**src/rtl/bip_control.sv**
```systemverilog
// -----------------------------------------------------------------------------
// bip_control
//   Instruction fetch/decode control unit for the 16-bit accumulator processor.
//   Fetches one instruction per FETCH/EXEC pair, decodes the 5-bit opcode and
//   drives the arithmetic unit op code, immediate operand, accumulator/operand
//   selects and the single-cycle data-memory/accumulator strobes. Owns the
//   program counter and the halt state.
//
//   Parameters:
//     PC_W    program counter width (wraps modulo 2^PC_W)
//     ADDR_W  data-memory address width, taken from instr[ADDR_W-1:0] (<= 11)
//
//   Ports:
//     i_clk          clock, rising edge
//     i_reset        synchronous reset, active-high
//     i_instr        instruction word: [15:11] opcode, [10:0] operand
//     i_instr_valid  i_instr valid this cycle
//     o_instr_req    fetch request (decode of the state register)
//     o_pc           current program counter
//     o_op           latched opcode to the arithmetic unit
//     o_imm          instr[10:0] sign-extended to 16 bits
//     o_addr         data-memory address
//     o_sel_acc      accumulator source: 0 data mem, 1 immediate, 2 ALU result
//     o_sel_data     ALU data operand: 0 data mem, 1 immediate
//     o_wr_acc       accumulator write enable (one EXEC cycle)
//     o_wr_ram       data-memory write enable (one EXEC cycle)
//     o_rd_ram       data-memory read enable (one EXEC cycle)
//     o_halted       high while halted
//
//   Build option:
//     BIP_ILLEGAL_TRAP_EN  when defined, undefined opcodes (01000-11111) halt
//                          the processor instead of executing as a NOP.
//
//   Handshake: an instruction is accepted on a rising edge where o_instr_req
//   and i_instr_valid are both high; i_instr_valid outside FETCH is ignored
//   and there is no back-pressure on the instruction source beyond o_instr_req.
// -----------------------------------------------------------------------------
module bip_control #(
    parameter int PC_W   = 11,
    parameter int ADDR_W = 11
) (
    input  logic              i_clk,
    input  logic              i_reset,
    input  logic [15:0]       i_instr,
    input  logic              i_instr_valid,
    output logic              o_instr_req,
    output logic [PC_W-1:0]   o_pc,
    output logic [4:0]        o_op,
    output logic [15:0]       o_imm,
    output logic [ADDR_W-1:0] o_addr,
    output logic [1:0]        o_sel_acc,
    output logic              o_sel_data,
    output logic              o_wr_acc,
    output logic              o_wr_ram,
    output logic              o_rd_ram,
    output logic              o_halted
);

    localparam logic [4:0] OP_HLT  = 5'b00000;
    localparam logic [4:0] OP_STO  = 5'b00001;
    localparam logic [4:0] OP_LD   = 5'b00010;
    localparam logic [4:0] OP_LDI  = 5'b00011;
    localparam logic [4:0] OP_ADD  = 5'b00100;
    localparam logic [4:0] OP_ADDI = 5'b00101;
    localparam logic [4:0] OP_SUB  = 5'b00110;
    localparam logic [4:0] OP_SUBI = 5'b00111;

    localparam logic [1:0] SEL_ACC_MEM = 2'd0;
    localparam logic [1:0] SEL_ACC_IMM = 2'd1;
    localparam logic [1:0] SEL_ACC_ALU = 2'd2;

    typedef enum logic [1:0] {
        ST_FETCH = 2'd0,
        ST_EXEC  = 2'd1,
        ST_HALT  = 2'd2
    } state_t;

    state_t state;
    state_t state_next;

    logic [PC_W-1:0]   pc_next;
    logic [4:0]        op_next;
    logic [15:0]       imm_next;
    logic [ADDR_W-1:0] addr_next;
    logic [1:0]        sel_acc_next;
    logic              sel_data_next;
    logic              wr_acc_next;
    logic              wr_ram_next;
    logic              rd_ram_next;
    logic              halted_next;
    logic              trap_exec;

    // Undefined opcodes occupy the whole upper range 01000-11111.
`ifdef BIP_ILLEGAL_TRAP_EN
    assign trap_exec = (o_op[4:3] != 2'b00);
`else
    assign trap_exec = 1'b0;
`endif

    // ---------------------------------------------------------------- state reg
    always_ff @(posedge i_clk) begin
        if (i_reset) begin
            state      <= ST_FETCH;
            o_pc       <= '0;
            o_op       <= '0;
            o_imm      <= '0;
            o_addr     <= '0;
            o_sel_acc  <= '0;
            o_sel_data <= 1'b0;
            o_wr_acc   <= 1'b0;
            o_wr_ram   <= 1'b0;
            o_rd_ram   <= 1'b0;
            o_halted   <= 1'b0;
        end else begin
            state      <= state_next;
            o_pc       <= pc_next;
            o_op       <= op_next;
            o_imm      <= imm_next;
            o_addr     <= addr_next;
            o_sel_acc  <= sel_acc_next;
            o_sel_data <= sel_data_next;
            o_wr_acc   <= wr_acc_next;
            o_wr_ram   <= wr_ram_next;
            o_rd_ram   <= rd_ram_next;
            o_halted   <= halted_next;
        end
    end

    // --------------------------------------------------------------- next state
    // o_op holds the opcode latched at fetch, so EXEC decides its successor
    // from it directly.
    always_comb begin
        state_next = state;
        case (state)
            ST_FETCH: if (i_instr_valid) state_next = ST_EXEC;
            ST_EXEC:  begin
                if (o_op == OP_HLT || trap_exec) state_next = ST_HALT;
                else                             state_next = ST_FETCH;
            end
            ST_HALT:  state_next = ST_HALT;
            default:  state_next = ST_FETCH;
        endcase
    end

    // ------------------------------------------------------------------ outputs
    // Operand fields and selects hold their last decoded value; the strobes
    // are only ever high for the single EXEC cycle after a fetch.
    always_comb begin
        pc_next       = o_pc;
        op_next       = o_op;
        imm_next      = o_imm;
        addr_next     = o_addr;
        sel_acc_next  = o_sel_acc;
        sel_data_next = o_sel_data;
        wr_acc_next   = 1'b0;
        wr_ram_next   = 1'b0;
        rd_ram_next   = 1'b0;
        halted_next   = (state_next == ST_HALT);

        if (state == ST_FETCH && i_instr_valid) begin
            op_next       = i_instr[15:11];
            imm_next      = {{5{i_instr[10]}}, i_instr[10:0]};
            addr_next     = i_instr[ADDR_W-1:0];
            sel_acc_next  = SEL_ACC_MEM;
            sel_data_next = 1'b0;
            case (i_instr[15:11])
                OP_STO: wr_ram_next = 1'b1;
                OP_LD: begin
                    wr_acc_next = 1'b1;
                    rd_ram_next = 1'b1;
                end
                OP_LDI: begin
                    sel_acc_next = SEL_ACC_IMM;
                    wr_acc_next  = 1'b1;
                end
                OP_ADD, OP_SUB: begin
                    sel_acc_next = SEL_ACC_ALU;
                    wr_acc_next  = 1'b1;
                    rd_ram_next  = 1'b1;
                end
                OP_ADDI, OP_SUBI: begin
                    sel_acc_next  = SEL_ACC_ALU;
                    sel_data_next = 1'b1;
                    wr_acc_next   = 1'b1;
                end
                default: ;  // HLT and undefined opcodes raise no strobes
            endcase
        end

        // PC advances only when EXEC returns to FETCH; a halt freezes it at
        // the address of the halting instruction.
        if (state == ST_EXEC && state_next == ST_FETCH)
            pc_next = o_pc + {{(PC_W-1){1'b0}}, 1'b1};
    end

    assign o_instr_req = (state == ST_FETCH);

endmodule
```
**config.mk**
```make
export PLATFORM = sky130hd
export DESIGN_NAME = bip_control
export DESIGN_NICKNAME = d
export VERILOG_FILES = /design/src/rtl/bip_control.sv
export SDC_FILE = /design/constraint.sdc
export NUM_CORES = 1
export LEC_CHECK = 0
export BUFFER_PORTS_ARGS = -buffer_cell sky130_fd_sc_hd__buf_2
export CAP_MARGIN = 20
export CORE_UTILIZATION = 46
export DETAILED_ROUTE_END_ITERATION = 10
export PLACE_DENSITY = 0.85
export SLEW_MARGIN = 10
export SYNTH_ARGS = -nofsm -noshare
export SYNTH_HDL_FRONTEND = slang
export SYNTH_SLANG_ARGS = --single-unit
```
**constraint.sdc**
```tcl
create_clock -name i_clk -period 1.73 [get_ports i_clk]
set_input_delay 0.4325 -clock i_clk [delete_from_list [all_inputs] [get_ports i_clk]]
set_output_delay 0.4325 -clock i_clk [all_outputs]
set_load 0.01 [all_outputs]
```
Word-level counts from Yosys, hierarchy flattened
Index checks and enable logic that the tools add are counted. Widths: inputs -> output; s select.

Add/subtract/negate cells: 1. Equality and inequality tests: 10. Mux-type cells: 8. Bitwise gates (word level): 1. Reductions and logical operators: 10.

Operators by type and width (number): $eq 5x3->1 const B (4); $add 11x1->11 const B (1); $eq 5x2->1 const B (2); $pmux 2 s3 (1); $reduce_or 6->1 (1); $eq 5x1->1 const B (1); $logic_not 5->1 (1); $eq 2x2->1 const B (2); $logic_not 2->1 (2); $mux 1 (4); $mux 2 (2); $pmux 2 s2 (1); $reduce_or 2->1 (2); $reduce_or 4->1 (1); $reduce_or 3->1 (1); $eq 2x1->1 const B (1); $logic_and 1x1->1 (2); $not 1->1 (1).

Register bits after elaboration: 47. Output and inout bits: 51. Logic and storage cells: 41.

Longest topological paths before layout
Word-level depth: 5. Depth in mapped cells: 6. Depth with buffers taken out: 5.

Worst setup path after synthesis
No wires, ideal clock.

Kind: register to register. Start point: register o_pc[0]. End point: register o_pc[10]. Library setup time: 0.071 ns. Data arrival time: 1.472 ns. Data required time: 1.659 ns. Setup slack: 0.187 ns. Cell stages (with the launch flop): 6. Period minus slack after synthesis: 1.543 ns. Path through: dfxtp_1 -> ha_1 -> and4b_1 -> o21ai_1 -> or4_1 -> a21oi_1.

Longest elaborated chain between the ends: 1.

Ends and longest elaborated chain: from (decl) (line 47) `output logic [PC_W-1:0] o_pc,`; from (signal assigned) (line 116) `o_pc <= pc_next;`; $add 11x1->11 (line 193) `pc_next = o_pc + {{(PC_W-1){1'b0}}, 1'b1};`.

No other way between the ends. A chain may end at the register's enable or synchronous reset.

Worst setup path in the final report
Ends and elaborated chain as after synthesis.

==> results.yml <==
worst_setup_path:
  r2r-end: "o_pc[10]$_SDFFE_PP0P_"
  r2r_setup_slack_ns: 0.11
  worstSetupStartpointType: "flip-flop"
  cp-end-kind: "flip-flop"
  worstPathRequired_ns: 1.99
  crit_path_end: "o_pc[10]$_SDFFE_PP0P_"
  arrival_ns: 1.88
  path_max_fanout: 4
  startpoint: "o_pc[0]$_SDFFE_PP0P_"
  worstRegToRegCells: 5
  reg2reg_from: "o_pc[0]$_SDFFE_PP0P_"
  path_class: "flip-flop to flip-flop"
clock_tree:
  tritoncts: "done"
  cts_buffers: 5
  cts_hold_buf: 0
  insertion_delay_ns: 0.32
  cts_num_sinks: 36
  htreeDepth: 2
  root_buffer: "clkbuf_4"
  clk_pin_slew_ns: 0.10
  cts_max_path_buffers: 2
  cts_setup_buffers: 0
  post_cts_resized: 0
grt:
  grt_max_degree: 32
  grtUsageMet1_pct: 22.6
  gr-usage-met2_pct: 31.0
  gr-total-overflow: 0
  gr-usage-all-layers_pct: 19.1
  grt_first_pass_wirelength_um: 4950
  gr-max-usage-layer: "met2"
  use_met3_pct: 5.90
  antenna_found_initial: 0
  first_global_vias: 1132
min_path:
  min_from: "i_instr[11]"
  hold_class: "input pin to flip-flop"
yosys:
  synth_cell_type_count: 35
  syn_inst: 179
  synth-edff-count: 0
  synth.net_count: 199
  syn_area_mm2: 0.00153
  async_reset_ff_share_pct: 0
  ys_seq_area_share_pct: 47.2
  synth_warnings: 0
  synth.avg_cell_area_um2: 8.53
  ys_seq_elements: 36
  dominantRegCellSynth: "dfxtp_1"
layout:
  layout.cells.non_filler: 278
  fin_area_mm2: 0.00186
  area_growth_syn_to_layout_pct: 21.8
  num-fill-cells: 310
  diodes: 0
  drive_above_1_share_pct: 36.3
  nNetsFinal: 253
placed_design:
  dpl.hpwl_um: 2290
  io_buffers: 69
  placed_cells: 270
  place_area_mm2: 0.00180
  routabilityCongestion: 0.729
timing:
  setup_violations: 0
  min_period_ns: 1.62
  rsz0062_at_grt: "false"
  finalMaxSlewViolations: 0
  hold_viol: 0
  fin_crit_sh_pct: 93.6
  finClkSkew_ns: 0.00354
  slew-limit-headroom_pct: 63.2
  max_freq_mhz: 618
  fin_setup_tns_ns: 0
  worst-slew-pin-transition_ns: 0.552
floorplan:
  io_pins: 70
  chipHeight_um: 59.6
  rows: 20
  initial_utilization_pct: 49.2
  die-area_mm2: 0.00356
  fp.coreArea_mm2: 0.00310
  die_x_um: 59.6
flow_run:
  maxCapViolCount: 0
detailed_routing:
  vias_per_cell: 4.89
  drc: 0
  routedWlPerCell_um: 11.2
  drtPass1Iterations: 4
  drtIter0Drc: 40
  drtAntennaViolNets: 0
  drt-total-wl_um: 3110
  num_vias: 1360
power_and_ir_drop:
  p_per_area_mw_per_mm2: 858
  leakage_nw: 0.884
  ir_drop_mv: 0.480
status:
  status: "finished clean"
## report_power, final
group | switching, W | internal [W]
Clock | 0.000253 | 0.000201
Sequential | 0.0000278 | 0.000863
Combinational | 0.000146 | 0.000104
Total | 0.000427 | 0.00117
## worst min-delay path by stage
stage / end / cells after the start / slack, ns
after floorplan: o_sel_acc[0]$_SDFFE_PP0P_ / 2 / 0.48
after global placement: o_sel_acc[0]$_SDFFE_PP0P_ / 2 / 0.44
after detailed placement: o_sel_acc[0]$_SDFFE_PP0P_ / 2 / 0.44
after CTS: o_rd_ram$_SDFF_PP0_ / 2 / 0.30
after global routing: o_addr[8]$_SDFFE_PP0P_ / 3 / 0.31
final: o_rd_ram$_SDFF_PP0_ / 2 / 0.31
## sequential cells by signal, indices dropped and copies added, names as in the netlist
name	flops
o_wr_ram	1
o_pc	11
state	2
o_halted	1
o_sel_acc	2
o_wr_acc	1
o_sel_data	1
o_addr	11
o_rd_ram	1
o_op	5
## logic make-up (layout without fill, tap and decap cells)
kind of cell / Yosys count / in the layout / share of synthesized area [%]
and+or+nand+nor: 70 / 70 / 21.2
AOI/OAI and AO/OA: 38 / 38 / 15.7
DFF: 36 / 36 / 47.2
buffers and inverters: 28 / 83 / 11.5
xor gates and xnor gates: 5 / 5 / 2.87
adders and majority gates: 1 / 1 / 0.819
muxes: 1 / 1 / 0.655
## critical path, cell delays in order, from the launching register on
cell	delay (ns)
dfxtp_1	0.39
ha_1	0.18
and4b_1	0.24
o21ai_1	0.11
or4_1	0.49
a21oi_1	0.15
## layer usage
| layer | vias to the layer above | part of all wire [%] | wire (um) |
|---|---|---|---|
| met5 | - | 0 | 0 |
| met4 | 0 | 2.0 | 61 |
| met3 | 7 | 6.4 | 199 |
| met2 | 51 | 46 | 1440 |
| met1 | 607 | 45 | 1410 |
| li1 | 695 | - | - |
## cells in the mapped netlist (4+ instances only)
| master | instances | area (um2) |
|---|---|---|
| buf_4 | 16 | 120 |
| dfxtp_1 | 36 | 721 |
| o21ai_1 | 5 | 25.0 |
| or3_1 | 5 | 31.3 |
| xor2_1 | 5 | 43.8 |
| nor2_1 | 10 | 37.5 |
| nand2_1 | 39 | 146 |
| clkbuf_1 | 4 | 15.0 |
| a21oi_1 | 24 | 120 |
## final cells by class
class                      count  area [um2]  area share, %
sequential                    36         721           38.7
multi-input combinational    115         631           33.9
timing repair buffer          73         388           20.8
clock buffer                   8        58.8           3.16
tap                           44        55.1           2.96
inverter                       2        7.51          0.403
## per-stage QoR
step / total power (W) / hold slack [ns] / utilization, % / setup WS [ns]
finish: 0.00160 / 0.315 / 60.0 / 0.111
global route: 0.00169 / 0.308 / 60.0 / 0.0163
CTS: 0.00161 / 0.303 / 60.0 / 0.114
detailed placement: 0.00116 / 0.444 / 58.1 / 0.137
global placement: 0.00116 / 0.439 / 58.1 / 0.206
floorplan: 0.00109 / 0.476 / - / 0.187
## layout by cell type, fill, tap and decap left out, drive strengths merged
master	count
xor2	5
and3	2
clkbuf	8
nor4	2
o211ai	4
or3	5
or4	2
and2	1
nor3	1
and2b	1
nand3b	1
inv	2
buf	73
nor2	10
nand2	39
o31ai	1
nand3	2
nand2b	1
nand4	2
o21ai	7
a21oi	26
mux2i	1
dfxtp	36
and4b	1
ha	1
(Power assumes the default switching activity.)
